--- src/rtl/hazard_scoreboard.sv ---
// Per-register countdown hazard scoreboard for the 5-stage MIPS core.
// Detects RAW and HI/LO hazards for the D stage, starts the MDU and counts stall cycles.
module hazard_scoreboard #(
    parameter int NREG     = 32,
    parameter int AW       = 5,
    parameter int TW       = 2,
    parameter int ZERO_REG = 1,
    parameter int MULT_LAT = 5,
    parameter int DIV_LAT  = 10,
    parameter int MDW      = 4,
    parameter int CNT_W    = 16
) (
    input  logic             clk,
    input  logic             reset,
    input  logic             d_valid,
    input  logic [AW-1:0]    d_rs,
    input  logic [AW-1:0]    d_rt,
    input  logic [TW-1:0]    d_tuse_rs,
    input  logic [TW-1:0]    d_tuse_rt,
    input  logic             d_wr_en,
    input  logic [AW-1:0]    d_wr_addr,
    input  logic [TW-1:0]    d_tnew,
    input  logic             d_md,
    input  logic             d_div,
    input  logic             d_hilo_use,
    input  logic             ext_stall,
    input  logic             clr,
    output logic             stall,
    output logic             md_start,
    output logic             md_busy,
    output logic [CNT_W-1:0] stall_cycles
);

    localparam logic [TW-1:0]    TUSE_NONE = '1;
    localparam logic [MDW-1:0]   MULT_LOAD = MDW'(MULT_LAT);
    localparam logic [MDW-1:0]   DIV_LOAD  = MDW'(DIV_LAT);
    localparam logic [CNT_W-1:0] CNT_MAX   = '1;

    logic [TW-1:0]  sb      [NREG];
    logic [TW-1:0]  sb_next [NREG];
    logic [MDW-1:0] md_cnt;
    logic           rs_haz;
    logic           rt_haz;
    logic           md_haz;
    logic           issue;
    logic           sb_write;

    // A source whose Tuse is all-ones is not read, so it can never hazard.
    always_comb begin
        rs_haz   = (d_tuse_rs != TUSE_NONE) && (sb[d_rs] > d_tuse_rs);
        rt_haz   = (d_tuse_rt != TUSE_NONE) && (sb[d_rt] > d_tuse_rt);
        md_busy  = (md_cnt != '0);
        md_haz   = d_hilo_use && md_busy;
        stall    = d_valid && (rs_haz || rt_haz || md_haz);
        issue    = d_valid && !stall && !ext_stall;
        md_start = issue && d_md;
        sb_write = issue && d_wr_en && !((ZERO_REG != 0) && (d_wr_addr == '0));
    end

    // Producers keep advancing while D is stalled, so decrement regardless of stall.
    always_comb begin
        for (int i = 0; i < NREG; i++) begin
            sb_next[i] = sb[i];
            if (clr) begin
                sb_next[i] = '0;
            end else if (!ext_stall) begin
                if (sb[i] != '0) begin
                    sb_next[i] = sb[i] - TW'(1);
                end
                if (sb_write && (d_wr_addr == AW'(i))) begin
                    sb_next[i] = d_tnew;
                end
            end
        end
    end

    always_ff @(posedge clk or negedge reset) begin
        if (!reset) begin
            for (int i = 0; i < NREG; i++) begin
                sb[i] <= '0;
            end
        end else begin
            for (int i = 0; i < NREG; i++) begin
                sb[i] <= sb_next[i];
            end
        end
    end

    // md_start is only possible without ext_stall, so the load wins over the hold.
    always_ff @(posedge clk or negedge reset) begin
        if (!reset) begin
            md_cnt <= '0;
        end else if (md_start) begin
            md_cnt <= d_div ? DIV_LOAD : MULT_LOAD;
        end else if (!ext_stall && md_busy) begin
            md_cnt <= md_cnt - MDW'(1);
        end
    end

    always_ff @(posedge clk or negedge reset) begin
        if (!reset) begin
            stall_cycles <= '0;
        end else if (stall && !ext_stall && (stall_cycles != CNT_MAX)) begin
            stall_cycles <= stall_cycles + CNT_W'(1);
        end
    end

endmodule

--- config.mk ---
export PLATFORM = sky130hd
export DESIGN_NAME = hazard_scoreboard
export DESIGN_NICKNAME = d
export VERILOG_FILES = /design/src/rtl/hazard_scoreboard.sv
export SDC_FILE = /design/constraint.sdc
export NUM_CORES = 1
export LEC_CHECK = 0
export CORE_MARGIN = 2
export CORE_UTILIZATION = 45
export DETAILED_ROUTE_END_ITERATION = 10
export GPL_TIMING_DRIVEN = 1
export MAX_ROUTING_LAYER = met4
export REMOVE_ABC_BUFFERS = 1
export SLEW_MARGIN = 40
export SYNTH_ARGS = -nofsm -noshare
export SYNTH_HDL_FRONTEND = slang
export SYNTH_SLANG_ARGS = --single-unit
--- constraint.sdc ---
create_clock -name clk -period 5 [get_ports clk]
set_input_delay 0.75 -clock clk [delete_from_list [all_inputs] [get_ports clk]]
set_output_delay 0.75 -clock clk [all_outputs]
set_load 0.01 [all_outputs]
==> metrics.txt, run 1 <==
# TYPE chip_impl_metric gauge
chip_impl_info{name="crit_end",value="stall"} 1
chip_impl_metric{name="largest_fanout_on_the_critical_path",unit=""} 15
chip_impl_metric{name="drtAntennaViolNets",unit=""} 0
chip_impl_metric{name="fin_worst_hold_slack",unit="ps"} 399
chip_impl_metric{name="fin_area",unit="µm²"} 7810
chip_impl_metric{name="area_of_the_die",unit="µm²"} 15800
chip_impl_metric{name="static-leakage-power",unit="nW"} 3.19
chip_impl_metric{name="final-instance-count-excl-fill",unit=""} 965
chip_impl_metric{name="synth-seq-area-share",unit="%"} 31.6
chip_impl_info{name="timing.hold.worst.class",value="in2async"} 1
chip_impl_metric{name="critical_path_arrival",unit="ps"} 4120
chip_impl_metric{name="clock_input_transition_at_the_sequential_cells_of_the_worst_setup_and_hold_paths",unit="ps"} 70
chip_impl_info{name="synthDominantAreaCellType",value="dfrtp_1"} 1
chip_impl_metric{name="synthAdderAreaFrac",unit="%"} 7.14
chip_impl_metric{name="initial_core_util",unit="%"} 46.0
chip_impl_metric{name="numPortBuffers",unit=""} 48
chip_impl_metric{name="vias_in_the_first_global_route",unit=""} 5935
chip_impl_metric{name="grt_pass1_wl",unit="mm"} 31.4
chip_impl_info{name="worstSetupEndpointType",value="primary output"} 1
chip_impl_metric{name="timing.reg2reg.worst_path_depth",unit=""} 12
chip_impl_metric{name="slew_headroom",unit="%"} 55.4
chip_impl_metric{name="ys_types",unit=""} 46
chip_impl_metric{name="fmax",unit="MHz"} 206
chip_impl_metric{name="place_area",unit="µm²"} 7350
chip_impl_metric{name="clock_latency",unit="ps"} 350
chip_impl_metric{name="reg2reg_slack",unit="ps"} 1010
chip_impl_metric{name="finalSetupViolations",unit=""} 0
chip_impl_metric{name="gp_congestion",unit=""} 0.948
chip_impl_info{name="combinational_family_with_the_most_area_after_synthesis",value="multiplexers"} 1
chip_impl_metric{name="multiplexer_area_fraction_after_synthesis",unit="%"} 18.6
chip_impl_metric{name="syn_inst",unit=""} 733
chip_impl_metric{name="dr.pass1.iters",unit=""} 7
chip_impl_metric{name="cts_buffer_depth",unit=""} 2
chip_impl_metric{name="avgSynthCellArea",unit="µm²"} 9.08
chip_impl_info{name="synth_flop_cell",value="dfrtp_1"} 1
chip_impl_metric{name="synth_compound_gate_area_share",unit="%"} 15.7
chip_impl_metric{name="worst-slew-pin-transition",unit="ps"} 660
chip_impl_metric{name="ys_ff_latch",unit=""} 84
chip_impl_metric{name="cellPowerDensity",unit="nW/µm²"} 417
chip_impl_info{name="crit_start",value="d_rs[1]"} 1
chip_impl_metric{name="layout-drive-gt1-share",unit="%"} 12.8
chip_impl_metric{name="dieWidth",unit="µm"} 126
chip_impl_info{name="synth_area_leaders",value="dfrtp_1 32%, mux4_2 14%, ha_1 7.1%"} 1
chip_impl_metric{name="antenna_cells",unit=""} 0
chip_impl_metric{name="routed_via_density",unit=""} 6.31
chip_impl_metric{name="synthDominantCellAreaShare",unit="%"} 31.6
chip_impl_metric{name="vias",unit=""} 6090
chip_impl_info{name="worstReg2RegEnd",value="sb[40]"} 1
chip_impl_metric{name="max-vdd-ir-drop",unit="mV"} 0.190
chip_impl_info{name="startpoint_type",value="primary input"} 1
chip_impl_metric{name="antenna_violations_before_repair",unit=""} 0
chip_impl_metric{name="globalRoute.totalOverflow",unit=""} 0
chip_impl_metric{name="final_hold_viol_count",unit=""} 0
chip_impl_metric{name="power",unit="mW"} 3.26
chip_impl_info{name="beginning_of_the_worst_register_to_register_path",value="sb[1]"} 1
chip_impl_metric{name="count_of_flip_flops_with_a_built_in_enable_after_synthesis",unit=""} 0
chip_impl_metric{name="grt_use_total",unit="%"} 25.9
chip_impl_metric{name="coreArea",unit="µm²"} 14500
chip_impl_metric{name="async_sr_flop_fraction",unit="%"} 100
chip_impl_metric{name="maxCapViolations",unit=""} 0
chip_impl_metric{name="dp_hpwl",unit="mm"} 14.3
chip_impl_metric{name="row_count",unit=""} 44
chip_impl_info{name="setup.worst_path.class",value="in2out"} 1
chip_impl_metric{name="areaGrowthSynthToFinish",unit="%"} 17.3
chip_impl_metric{name="final_max_slew_viol_count",unit=""} 0
chip_impl_metric{name="place.detailed.instances",unit=""} 940
chip_impl_metric{name="cts_hold_repair.buffers",unit=""} 0
chip_impl_metric{name="post_synth_xor_area_fraction",unit="%"} 2.50
chip_impl_metric{name="synth.yosys.warnings",unit=""} 0
chip_impl_metric{name="grt_max_degree",unit=""} 62
chip_impl_metric{name="detail_route.wirelength",unit="mm"} 19.7
chip_impl_info{name="status",value="finished, final reports clean"} 1
chip_impl_metric{name="io-pin-count",unit=""} 49
chip_impl_metric{name="drtIter0Drc",unit=""} 483
chip_impl_info{name="cts_tree",value="yes"} 1
chip_impl_metric{name="avgRoutedWirePerCell",unit="µm"} 20.4
chip_impl_metric{name="sink_count_of_the_clock_tree",unit=""} 84
chip_impl_metric{name="finish.net_count",unit=""} 844
chip_impl_metric{name="synth_simple_gate_area_share",unit="%"} 18.0
chip_impl_metric{name="tritoncts.num_buffers",unit=""} 9
chip_impl_metric{name="min_period",unit="ps"} 4870
chip_impl_info{name="ctsRootBufferMaster",value="clkbuf_16"} 1
chip_impl_metric{name="floorplan.die.height",unit="µm"} 126
chip_impl_metric{name="cp_data_required_time",unit="ps"} 4250
chip_impl_metric{name="cts_htree_levels",unit=""} 3
chip_impl_metric{name="drc",unit=""} 0
chip_impl_metric{name="clock-skew-final",unit="ps"} 8.70
chip_impl_metric{name="share_of_the_clock_period_used_by_the_worst_path",unit="%"} 97.3
chip_impl_metric{name="syn-cell-area",unit="µm²"} 6660
## power breakdown
group          internal, mW  total [mW]  switching (mW)
registers             0.853        1.12           0.262
logic                 0.705        1.39           0.685
clock network         0.455       0.754           0.299
## area by class of cell
class                           instances  area (µm²)
Multi-Input combinational cell        536        4130
Tap cell                              184         230
Fill cell                            1267        6670
Sequential cell                        84        2100
Inverter                               71         267
Clock buffer                           11         243
Timing Repair Buffer                   74         758
Clock inverter                          5        83.8
## registers in the layout, indices dropped and copies added, names as in the netlist
| register | count |
|---|---|
| sb | 64 |
| stall_cycles | 16 |
| md_cnt | 4 |
## Yosys cell counts, drive strengths merged (5+ instances only)
cell type,number
nand4,11
mux2i,30
xnor2,10
o221ai,11
ha,38
or2,7
a21oi,39
clkbuf,36
buf,6
o21ai,14
nand2,69
or3,13
nand3,21
xor2,9
a22oi,25
inv,71
a31oi,15
nand2b,6
nor3,34
nor2,67
a21o,5
a32oi,7
mux4,40
nor2b,8
dfrtp,84
a211oi,24
## cells by family (layout without fill, tap and decap cells)
logic type               Yosys count  count (layout)
AO/OA/AOI/OAI                    154             154
XOR/XNOR                          19              19
adder cells (fa/ha/maj)           38              38
buffers and inverters            113             161
flip-flops                        84              84
multiplexers                      73              73
AND/OR/NAND/NOR                  252             252
## critical path, stage by stage
cell and delay (ps):
clkdlybuf4s50_1 590, buf_12 190, mux4_2 310, mux4_2 500
mux2_2 290, ha_1 290, a22oi_1 180, o21ai_1 110
buf_4 160, nand3_2 90, and2_1 130, clkdlybuf4s50_1 530
## layout by cell type, fill, tap and decap left out, types with 3 or more instances in the layout
cell | Yosys | routed
nand3_1 | 20 | 20
nor4_1 | 3 | 3
ha_1 | 38 | 38
a32oi_1 | 7 | 7
a211oi_1 | 24 | 24
clkbuf_16 | 0 | 11
o221ai_1 | 11 | 11
nor3b_1 | 4 | 4
a31oi_1 | 15 | 15
o2bb2a_1 | 3 | 3
or2_2 | 7 | 7
a21o_1 | 5 | 5
xor2_1 | 9 | 9
nor3_1 | 34 | 34
a22oi_1 | 25 | 24
buf_4 | 0 | 22
nor2_1 | 67 | 67
dlymetal6s2s_1 | 0 | 3
inv_1 | 71 | 71
xnor2_1 | 10 | 10
nand2b_1 | 6 | 6
mux2_2 | 3 | 3
or4_1 | 4 | 4
a21oi_1 | 39 | 39
or3_1 | 13 | 13
nor2b_1 | 8 | 7
clkdlybuf4s50_1 | 0 | 42
nand4_1 | 11 | 11
dfrtp_1 | 84 | 84
o32ai_1 | 4 | 4
buf_12 | 0 | 4
mux4_2 | 40 | 40
nand2_1 | 68 | 68
o31ai_1 | 3 | 3
mux2i_1 | 30 | 30
o21ai_0 | 12 | 12
## routing by layer
metal	vias up	GRT usage (%)	share of wire, %
met4	0	8.56	2.8
met1	3019	32.2	41
met5	-	-	0
met2	237	42.9	49
li1	2786	-	-
met3	48	4.72	7.0
## metrics by stage
| stage | util [%] | worst slack (ps) | TNS [ps] |
|---|---|---|---|
| detailed placement | 50.8 | 14.8 | 0 |
| CTS | 53.0 | 8.54 | 0 |
| global placement | 50.8 | 70.2 | 0 |
| global route | 53.9 | -0.953 | -0.953 |
| finish | 53.9 | 135 | 0 |
| floorplan | - | 693 | 0 |
## worst min-delay path by stage
stage,from,end,slack [ps],cells after the start
2_1_floorplan,reset,md_cnt[0],450,0
5_1_grt,reset,sb[59],450,1
3_5_place_dp,stall_cycles[15],stall_cycles[15],500,1
4_1_cts,reset,md_cnt[0],430,1
6_report,reset,md_cnt[0],400,1
3_3_place_gp,stall_cycles[15],stall_cycles[15],490,1
## timing repair
item,4_1_cts,5_1_grt
buffers inserted,0,7
gates resized for setup,0,5
endpoints found under the setup margin,0,2
No activity file was read; power rests on OpenSTA's default activity.
==> run 2: changes to the inputs <==
--- a/config.mk
+++ b/config.mk
@@ -7,6 +7,7 @@
 export LEC_CHECK = 0
 export CORE_MARGIN = 2
 export CORE_UTILIZATION = 45
+export CTS_CLUSTER_SIZE = 10
 export DETAILED_ROUTE_END_ITERATION = 10
 export GPL_TIMING_DRIVEN = 1
 export MAX_ROUTING_LAYER = met4
==> results of run 2 <==
The final DEF is identical to that of run 1; final timing and power are the same.
==> run 3: changes to the inputs <==
--- a/config.mk
+++ b/config.mk
@@ -5,11 +5,11 @@
 export SDC_FILE = /design/constraint.sdc
 export NUM_CORES = 1
 export LEC_CHECK = 0
+export CORE_ASPECT_RATIO = 2
 export CORE_MARGIN = 2
 export CORE_UTILIZATION = 45
 export CTS_CLUSTER_SIZE = 10
 export DETAILED_ROUTE_END_ITERATION = 10
-export GPL_TIMING_DRIVEN = 1
 export MAX_ROUTING_LAYER = met4
 export REMOVE_ABC_BUFFERS = 1
 export SLEW_MARGIN = 40
==> constraint.sdc (replaced) <==
create_clock -name clk -period 5.8 [get_ports clk]
set_input_delay 0.87 -clock clk [delete_from_list [all_inputs] [get_ports clk]]
set_output_delay 0.87 -clock clk [all_outputs]
set_load 0.01 [all_outputs]
==> metrics.txt, run 3 (synthesis results as in run 1) <==
# TYPE chip_impl_metric gauge
chip_impl_metric{name="cts_hold_repair.buffers",unit=""} 0
chip_impl_metric{name="fmax",unit="MHz"} 186
chip_impl_metric{name="clock-skew-final",unit="ps"} 10.9
chip_impl_metric{name="io-pin-count",unit=""} 49
chip_impl_metric{name="vias_in_the_first_global_route",unit=""} 6138
chip_impl_metric{name="largest_register_ff_count",unit=""} 64
chip_impl_metric{name="finalSetupViolations",unit=""} 0
chip_impl_metric{name="floorplan.die.height",unit="µm"} 176
chip_impl_metric{name="clock_input_transition_at_the_sequential_cells_of_the_worst_setup_and_hold_paths",unit="ps"} 70
chip_impl_metric{name="cellPowerDensity",unit="nW/µm²"} 364
chip_impl_metric{name="area_of_the_die",unit="µm²"} 15800
chip_impl_metric{name="antenna_cells",unit=""} 0
chip_impl_info{name="cpLargestDelayFamily",value="buffers and inverters"} 1
chip_impl_metric{name="avgRoutedWirePerCell",unit="µm"} 21.2
chip_impl_metric{name="sink_count_of_the_clock_tree",unit=""} 84
chip_impl_metric{name="drc",unit=""} 0
chip_impl_metric{name="worst-slew-pin-transition",unit="ps"} 756
chip_impl_metric{name="tritoncts.num_buffers",unit=""} 9
chip_impl_metric{name="initial_core_util",unit="%"} 46.1
chip_impl_metric{name="drtIter0Drc",unit=""} 362
chip_impl_metric{name="dr.pass1.iters",unit=""} 5
chip_impl_metric{name="row_count",unit=""} 62
chip_impl_metric{name="dp_hpwl",unit="mm"} 15.0
chip_impl_metric{name="detail_route.wirelength",unit="mm"} 20.4
chip_impl_metric{name="drtAntennaViolNets",unit=""} 0
chip_impl_info{name="ctsRootBufferMaster",value="clkbuf_16"} 1
chip_impl_metric{name="seqPwrFrac",unit="%"} 35.1
chip_impl_metric{name="swShare",unit="%"} 39.4
chip_impl_metric{name="use_met2",unit="%"} 47.9
chip_impl_metric{name="maxCapViolations",unit=""} 0
chip_impl_info{name="setup_repair_after_global_routing_missed_its_margin",value="false"} 1
chip_impl_info{name="startpoint_type",value="primary input"} 1
chip_impl_metric{name="vias",unit=""} 6019
chip_impl_metric{name="largest_fanout_on_the_critical_path",unit=""} 16
chip_impl_metric{name="critical_path_arrival",unit="ps"} 4500
chip_impl_info{name="worstSetupEndpointType",value="primary output"} 1
chip_impl_metric{name="globalRoute.totalOverflow",unit=""} 0
chip_impl_metric{name="cp_data_required_time",unit="ps"} 4930
chip_impl_metric{name="met1_usage_in_global_routing",unit="%"} 28.7
chip_impl_metric{name="dieWidth",unit="µm"} 90
chip_impl_info{name="register_name_with_the_most_flops",value="sb"} 1
chip_impl_info{name="critical_path.slowest_cell",value="clkdlybuf4s50_1"} 1
chip_impl_metric{name="cts_htree_levels",unit=""} 3
chip_impl_info{name="setup.worst_path.class",value="in2out"} 1
chip_impl_metric{name="grt.met3_usage",unit="%"} 2.99
chip_impl_metric{name="timing.critical_path.buf_inv",unit=""} 4
chip_impl_metric{name="p_int",unit="mW"} 1.68
chip_impl_metric{name="slew_headroom",unit="%"} 49.6
chip_impl_info{name="cts_tree",value="yes"} 1
chip_impl_metric{name="share_comb_of_total_power",unit="%"} 42.6
chip_impl_info{name="leading_cell_type_in_the_layout_fill_and_taps_excluded",value="dfrtp_1"} 1
chip_impl_metric{name="grt_pass1_wl",unit="mm"} 32.5
chip_impl_metric{name="final_core_util",unit="%"} 52.7
chip_impl_metric{name="antenna_violations_before_repair",unit=""} 0
chip_impl_metric{name="areaGrowthSynthToFinish",unit="%"} 14.3
chip_impl_metric{name="final_hold_viol_count",unit=""} 0
chip_impl_metric{name="cts_buffer_depth",unit=""} 2
chip_impl_metric{name="cpPeakStageDelay",unit="ps"} 530
chip_impl_metric{name="coreArea",unit="µm²"} 14400
chip_impl_metric{name="routed_via_density",unit=""} 6.28
chip_impl_metric{name="power.share.clock",unit="%"} 22.3
chip_impl_metric{name="layout-drive-gt1-share",unit="%"} 11.0
chip_impl_metric{name="max-vdd-ir-drop",unit="mV"} 0.169
chip_impl_info{name="grt_most_used_layer",value="met2"} 1
chip_impl_metric{name="post-cts-setup-buffer-count",unit=""} 0
chip_impl_info{name="most-common-layout-cells",value="84 x dfrtp_1, 71 x inv_1, 68 x nand2_1"} 1
chip_impl_info{name="status",value="finished, final reports clean"} 1
chip_impl_info{name="timing.hold.worst.class",value="in2async"} 1
chip_impl_metric{name="total_switching_power",unit="mW"} 1.09
chip_impl_metric{name="static-leakage-power",unit="nW"} 3.04
chip_impl_metric{name="timing.setup.tns",unit="ps"} 0
chip_impl_info{name="reg_top3",value="sb (64), stall_cycles (16), md_cnt (4)"} 1
chip_impl_metric{name="numPortBuffers",unit=""} 48
chip_impl_metric{name="post_cts_resize_count",unit=""} 0
chip_impl_metric{name="grt_max_degree",unit=""} 71
chip_impl_metric{name="share_of_the_clock_period_used_by_the_worst_path",unit="%"} 92.6
chip_impl_metric{name="gp_congestion",unit=""} 0.967
chip_impl_metric{name="grt_use_total",unit="%"} 26.9
chip_impl_metric{name="final_max_slew_viol_count",unit=""} 0
chip_impl_metric{name="clock_latency",unit="ps"} 350
chip_impl_metric{name="finish.net_count",unit=""} 829
chip_impl_info{name="path_cells",value="clkdlybuf4s50_1 -> buf_12 -> mux4_2 -> mux4_2 -> mux2_2 -> ha_1 -> nor2b_1 -> o21ai_1 -> and3_1 -> nand3_1 -> inv_1 -> clkdlybuf4s50_1"} 1
chip_impl_metric{name="min_period",unit="ps"} 5370
run 3: cell count changes in the layout (fill, tap and decap cells not counted), moves of 2 or more:
cell	before	now
buf_12	4	1
buf_4	22	11
clkbuf_16	11	9
clkdlybuf4s50_1	42	45
dlymetal6s2s_1	3	0
inv_6	0	2
run 3: layer usage:
metal | part of all wire [%] | up-vias
met1 | 38 | 2987
li1 | - | 2751
met4 | 5.5 | 0
met2 | 53 | 225
met5 | 0 | -
met3 | 3.8 | 56
run 3: power by group through the flow:
stage	Sequential (mW)	Combinational (mW)	Clock, mW
floorplan	0.875	0.872	0
global route	0.984	1.33	0.653
global placement	0.961	1.09	0
detailed placement	0.969	1.17	0
finish	0.972	1.18	0.618
CTS	0.960	1.18	0.629
run 3: worst paths after layout:
path                                         end  slack (ps)  cells after the start              from
worst max-delay path                    md_start         430                     12           d_rs[0]
worst min-delay path                   md_cnt[0]         380                      1             reset
worst max register to register            sb[42]        1850                     11            sb[35]
worst min register to register  stall_cycles[15]         510                      1  stall_cycles[15]
max in group asynchronous                 sb[27]        4450                      2             reset
min in group clk                stall_cycles[15]         510                      1  stall_cycles[15]
run 3: final cells by class:
type / instances / area [µm²]
flip-flops and latches: 84 / 2100
multi-input cells: 536 / 4120
well taps: 192 / 240
clock inverters: 6 / 71.3
clock buffers: 10 / 239
inverters: 71 / 267
repair buffers: 59 / 569
fillers: 1369 / 6820
run 3: worst reg2reg max path, stage by stage (launching register included):
cell and delay (ps):
dfrtp_1 450, mux4_2 480, mux4_2 490, mux2_2 290, ha_1 280, nor2b_1 130
o21ai_1 250, nand3_2 120, buf_4 210, or4_1 670, o2bb2a_1 340, a31oi_1 160
run 3: stage by stage:
stage	setup slack, ps	cells	instance area (µm²)	power (mW)	hold slack [ps]
after floorplan	1250	691	6490	1.75	522
after global placement	441	942	7290	2.05	480
after detailed placement	431	942	7300	2.14	495
after CTS	428	958	7610	2.77	387
after global routing	260	958	7610	2.97	399
final	430	958	7610	2.77	385
